===== src/rtl/mem_access_unit.sv =====
// Data-memory initiator: byte/half/word loads and stores on a word-wide memory.
// Latency: fault 1, load 2, word store 2, sub-word store 3 (RMW). req_ready only in IDLE.
module mem_access_unit #(
  parameter int ADDR_WIDTH      = 32,
  parameter bit TRAP_MISALIGNED = 1'b1
) (
  input  logic                  clk,
  input  logic                  rst,
  input  logic                  req_valid,
  output logic                  req_ready,
  input  logic                  req_write,
  input  logic [1:0]            req_size,
  input  logic                  req_signed,
  input  logic [ADDR_WIDTH-1:0] req_addr,
  input  logic [31:0]           req_wdata,
  output logic                  resp_valid,
  output logic [31:0]           resp_rdata,
  output logic                  resp_fault,
  output logic                  mem_read,
  output logic                  mem_write,
  output logic [ADDR_WIDTH-1:0] mem_adr,
  output logic [31:0]           mem_wdata,
  input  logic [31:0]           mem_rdata
);

  typedef enum logic [1:0] {IDLE, RD, WR, RESP} state_t;

  state_t                  state;
  logic                    wr_q;
  logic                    signed_q;
  logic                    fault_q;
  logic [1:0]              size_q;
  logic [ADDR_WIDTH-1:0]   addr_q;
  logic [31:0]             wdata_q;
  logic [31:0]             buf_q;

  logic                    misaligned;
  logic                    fault_in;
  logic [ADDR_WIDTH-1:0]   addr_in;

  always_comb begin
    misaligned = ((req_size == 2'b01) && req_addr[0]) ||
                 ((req_size == 2'b10) && (req_addr[1:0] != 2'b00));
    addr_in    = req_addr;
    // Without trapping, misaligned addresses are silently snapped to alignment.
    if (!TRAP_MISALIGNED) begin
      if (req_size == 2'b01) addr_in[0]   = 1'b0;
      if (req_size == 2'b10) addr_in[1:0] = 2'b00;
    end
    fault_in = (req_size == 2'b11) || (TRAP_MISALIGNED && misaligned);
  end

  always_ff @(posedge clk or posedge rst) begin
    if (rst) begin
      state    <= IDLE;
      wr_q     <= 1'b0;
      signed_q <= 1'b0;
      fault_q  <= 1'b0;
      size_q   <= 2'b00;
      addr_q   <= '0;
      wdata_q  <= '0;
      buf_q    <= '0;
    end else begin
      case (state)
        IDLE: begin
          if (req_valid) begin
            wr_q     <= req_write;
            size_q   <= req_size;
            signed_q <= req_signed;
            addr_q   <= addr_in;
            wdata_q  <= req_wdata;
            fault_q  <= fault_in;
            if (fault_in)                 state <= RESP;
            else if (!req_write)          state <= RD;
            else if (req_size == 2'b10)   state <= WR;
            else                          state <= RD;
          end
        end
        RD: begin
          buf_q <= mem_rdata;
          state <= wr_q ? WR : RESP;
        end
        WR:      state <= RESP;
        default: state <= IDLE;
      endcase
    end
  end

  logic [31:0] merged;
  logic [31:0] extended;
  logic [7:0]  lane_b;
  logic [15:0] lane_h;

  always_comb begin
    merged = buf_q;
    case (size_q)
      2'b00: merged[{addr_q[1:0], 3'b000} +: 8] = wdata_q[7:0];
      2'b01: begin
        if (addr_q[1]) merged[31:16] = wdata_q[15:0];
        else           merged[15:0]  = wdata_q[15:0];
      end
      default: merged = wdata_q;
    endcase
  end

  always_comb begin
    lane_b = buf_q[{addr_q[1:0], 3'b000} +: 8];
    lane_h = addr_q[1] ? buf_q[31:16] : buf_q[15:0];
    case (size_q)
      2'b00:   extended = {{24{signed_q & lane_b[7]}}, lane_b};
      2'b01:   extended = {{16{signed_q & lane_h[15]}}, lane_h};
      default: extended = buf_q;
    endcase
  end

  assign req_ready  = (state == IDLE);
  assign resp_valid = (state == RESP);
  assign mem_read   = (state == RD);
  assign mem_write  = (state == WR);
  assign mem_adr    = (state == RD || state == WR) ? {addr_q[ADDR_WIDTH-1:2], 2'b00} : '0;
  assign mem_wdata  = (state == WR) ? merged : 32'h0;
  assign resp_rdata = (state == RESP && !wr_q && !fault_q) ? extended : 32'h0;
  assign resp_fault = (state == RESP) && fault_q;

endmodule


===== config.mk =====
export PLATFORM = sky130hd
export DESIGN_NAME = mem_access_unit
export DESIGN_NICKNAME = d
export VERILOG_FILES = /design/src/rtl/mem_access_unit.sv
export SDC_FILE = /design/constraint.sdc
export NUM_CORES = 1
export LEC_CHECK = 0
export CAP_MARGIN = 5
export CORE_ASPECT_RATIO = 0.8
export CORE_MARGIN = 2
export CORE_UTILIZATION = 51
export CTS_CLUSTER_SIZE = 16
export DETAILED_ROUTE_END_ITERATION = 8
export PLACE_DENSITY = 0.87
export SYNTH_ARGS = -nofsm -noshare
export SYNTH_HDL_FRONTEND = slang
export SYNTH_SLANG_ARGS = --single-unit

===== constraint.sdc =====
create_clock -name clk -period 6.6 [get_ports clk]
set_input_delay 0.99 -clock clk [delete_from_list [all_inputs] [get_ports clk]]
set_output_delay 0.99 -clock clk [all_outputs]
set_load 0.02 [all_outputs]

==> qor.yml <==
outcome: "finished clean"
cap_violations: 0
drt-pass1-iter-count: 7
post_cts.resized_instances: 0
max_freq_mhz: 205
postSynthAreaPerCell_um2: 10.2
ys_seq_elements: 103
h-tree-depth: 3
p_leak_nw: 3.27
cp.arrival_ns: 3.88
synthCells: 627
startpoint: "addr_q[0]"
antenna_found_initial: 0
netlist_area_um2: 6370
mostFrequentLayoutCell: "clkdlybuf4s50_1"
io_pins: 204
placed_area_um2: 8400
postLayoutCellArea_um2: 8730
antennaDiodeCount: 0
setup-violations-final: 0
cts_num_sinks: 103
grt_pass1_vias: 5665
drtIter0Drc: 856
synth-async-reset-ratio: 1.00
synth.distinct_cells: 47
p_per_area_nw_per_um2: 546
slew_viol_final: 0
synth_edf_count: 0
postCtsHoldBufs: 0
routabilityCongestion: 0.973
grt_pass1_wl_um: 30700
wl_met1_um: 8380
cp_max_fo: 21
final_net_count: 901
drt_wl_total_um: 20400
cp_cell_sequence: "inv_1 > ha_1 > nor3b_1 > o21ai_0 > a221oi_1 > clkdlybuf4s50_1"
worstHoldStart: "addr_q[16]"
crit_required_ns: 5.61
grt_usage: 0.295
cts_root_buf: "clkbuf_16"
period_minus_slack_ns: 4.87
dr_wl_met2_um: 9240
wl_met3_um: 2290
final.setup_skew_ns: 0.0127
cts_tree: "yes"
rsz0062_at_grt: "false"
clkLatencyLatePin_ns: 0.36
dieArea_um2: 13400
hold_class: "flip-flop to flip-flop"
clock_path_buffers: 2
io_buffers: 201
layout_common_cells: "201 x clkdlybuf4s50_1, 105 x mux2_2, 101 x dfrtp_1, 33 x nand2_1, 32 x and2_1"
die_h_um: 104
slowest_stage: "nor3b_1"
path_clk_slew_ns: 0.08
area_growth_pct: 36.9
drc: 0
start_util: 0.522
cp-end-kind: "output port"
yosys_warnings: 0
route.vias.total: 5975
hold_viol: 0
grt_overflow: 0
yosysSeqAreaShare: 0.404
path_class: "flip-flop to output port"
r2r_start: "state[1]"
drive_gt1_frac: 0.174
dp_hpwl_um: 14900
maxSlewHeadroom: 0.156
grt_max_degree: 79
start_kind: "flip-flop"
fp.dieW_um: 129
cp_slowest_stage_delay_ns: 0.93
fp-row-count: 36
synth_flop_cell: "dfrtp_1"
final_antenna_net_count: 0
finalSetupTns_ns: 0
peakVddDrop_mv: 0.292
n_fill_cell: 899
wire_per_inst_um: 21.1
via_per_inst: 6.19
worst_pin_slew_ns: 1.27
min_period_over_period: 0.737
top_layer_used: "met4"
core_area_um2: 12200
cts_inserted_buffers: 9
post-cts-setup-buffers: 0
[worst max-delay path, delay by kind of cell, from the launching register on]
kind / cells / cell delay [ns]
AO/OA/AOI/OAI: 2 / 0.54
adder cells (fa/ha/maj): 1 / 0.44
buffers and inverters: 2 / 0.86
AND/OR/NAND/NOR: 1 / 0.93
flip-flops: 1 / 0.74
[worst paths after layout]
kind / to / slack, ns / cells past startpoint
max: mem_wdata[2] / 1.73 / 6
min: addr_q[16] / 0.50 / 1
max reg2reg: wdata_q[8] / 4.19 / 5
min reg2reg: addr_q[16] / 0.50 / 1
max in group asynchronous: size_q[1] / 4.31 / 3
min in group asynchronous: addr_q[22] / 0.96 / 2
[routing by layer]
layer | track usage | vias to the layer above
li1 | - | 2660
met1 | 0.423 | 2855
met2 | 0.449 | 402
met3 | 0.0715 | 58
met4 | 0.0831 | 0
met5 | 0 | -
[cell families after synthesis]
logic type / share of synthesized area
compound gates: 0.192
fa+ha+maj: 0.0177
buf+inv: 0.0550
flops: 0.404
mux: 0.189
other cells: 0.000588
simple gates: 0.142
[where the power goes]
group	total (mW)	switching, mW	internal, mW	leakage (nW)
clock network	0.588	0.252	0.336	0.153
registers	1.44	0.487	0.955	1.22
logic	2.74	1.42	1.32	1.89
total	4.76	2.16	2.61	3.27
[through the flow]
stage	cells	setup slack, ns	hold WS (ns)	total power [mW]	util
6_report	965	1.73	0.499	4.76	0.715
5_1_grt	965	1.62	0.511	5.00	0.715
4_1_cts	965	1.87	0.504	4.73	0.715
3_5_place_dp	949	2.27	0.487	4.13	0.688
3_3_place_gp	949	2.45	0.479	4.02	0.688
2_1_floorplan	628	2.88	0.459	3.07	-
[synthesized netlist by cell type, types with 16 or more instances]
cell type	instances	area, um^2
a2111oi_0	22	193
nand2_1	34	128
dfrtp_1	103	2580
mux2_2	105	1180
buf_2	16	80.1
nor2b_1	31	194
a31oi_1	16	100
inv_1	23	86.3
clkbuf_1	26	97.6
o2bb2ai_1	16	140
a22oi_1	16	120
and2_1	32	200
o21ai_0	27	135
[area by class of cell]
type	instances	area [um^2]	area share
multi-input cells	443	3450	0.396
clock inverters	6	93.8	0.0108
flip-flops and latches	103	2580	0.296
inverters	24	92.6	0.0106
clock buffers	10	229	0.0262
repair buffers	208	2060	0.237
well taps	171	214	0.0245
[flip-flops by register name, summed over array words and instances, names as in the netlist]
| register | count |
|---|---|
| wr_q | 1 |
| size_q | 2 |
| addr_q | 32 |
| signed_q | 1 |
| fault_q | 1 |
| wdata_q | 32 |
| buf_q | 32 |
| state | 2 |
No activity file was read; power rests on OpenSTA's default activity.
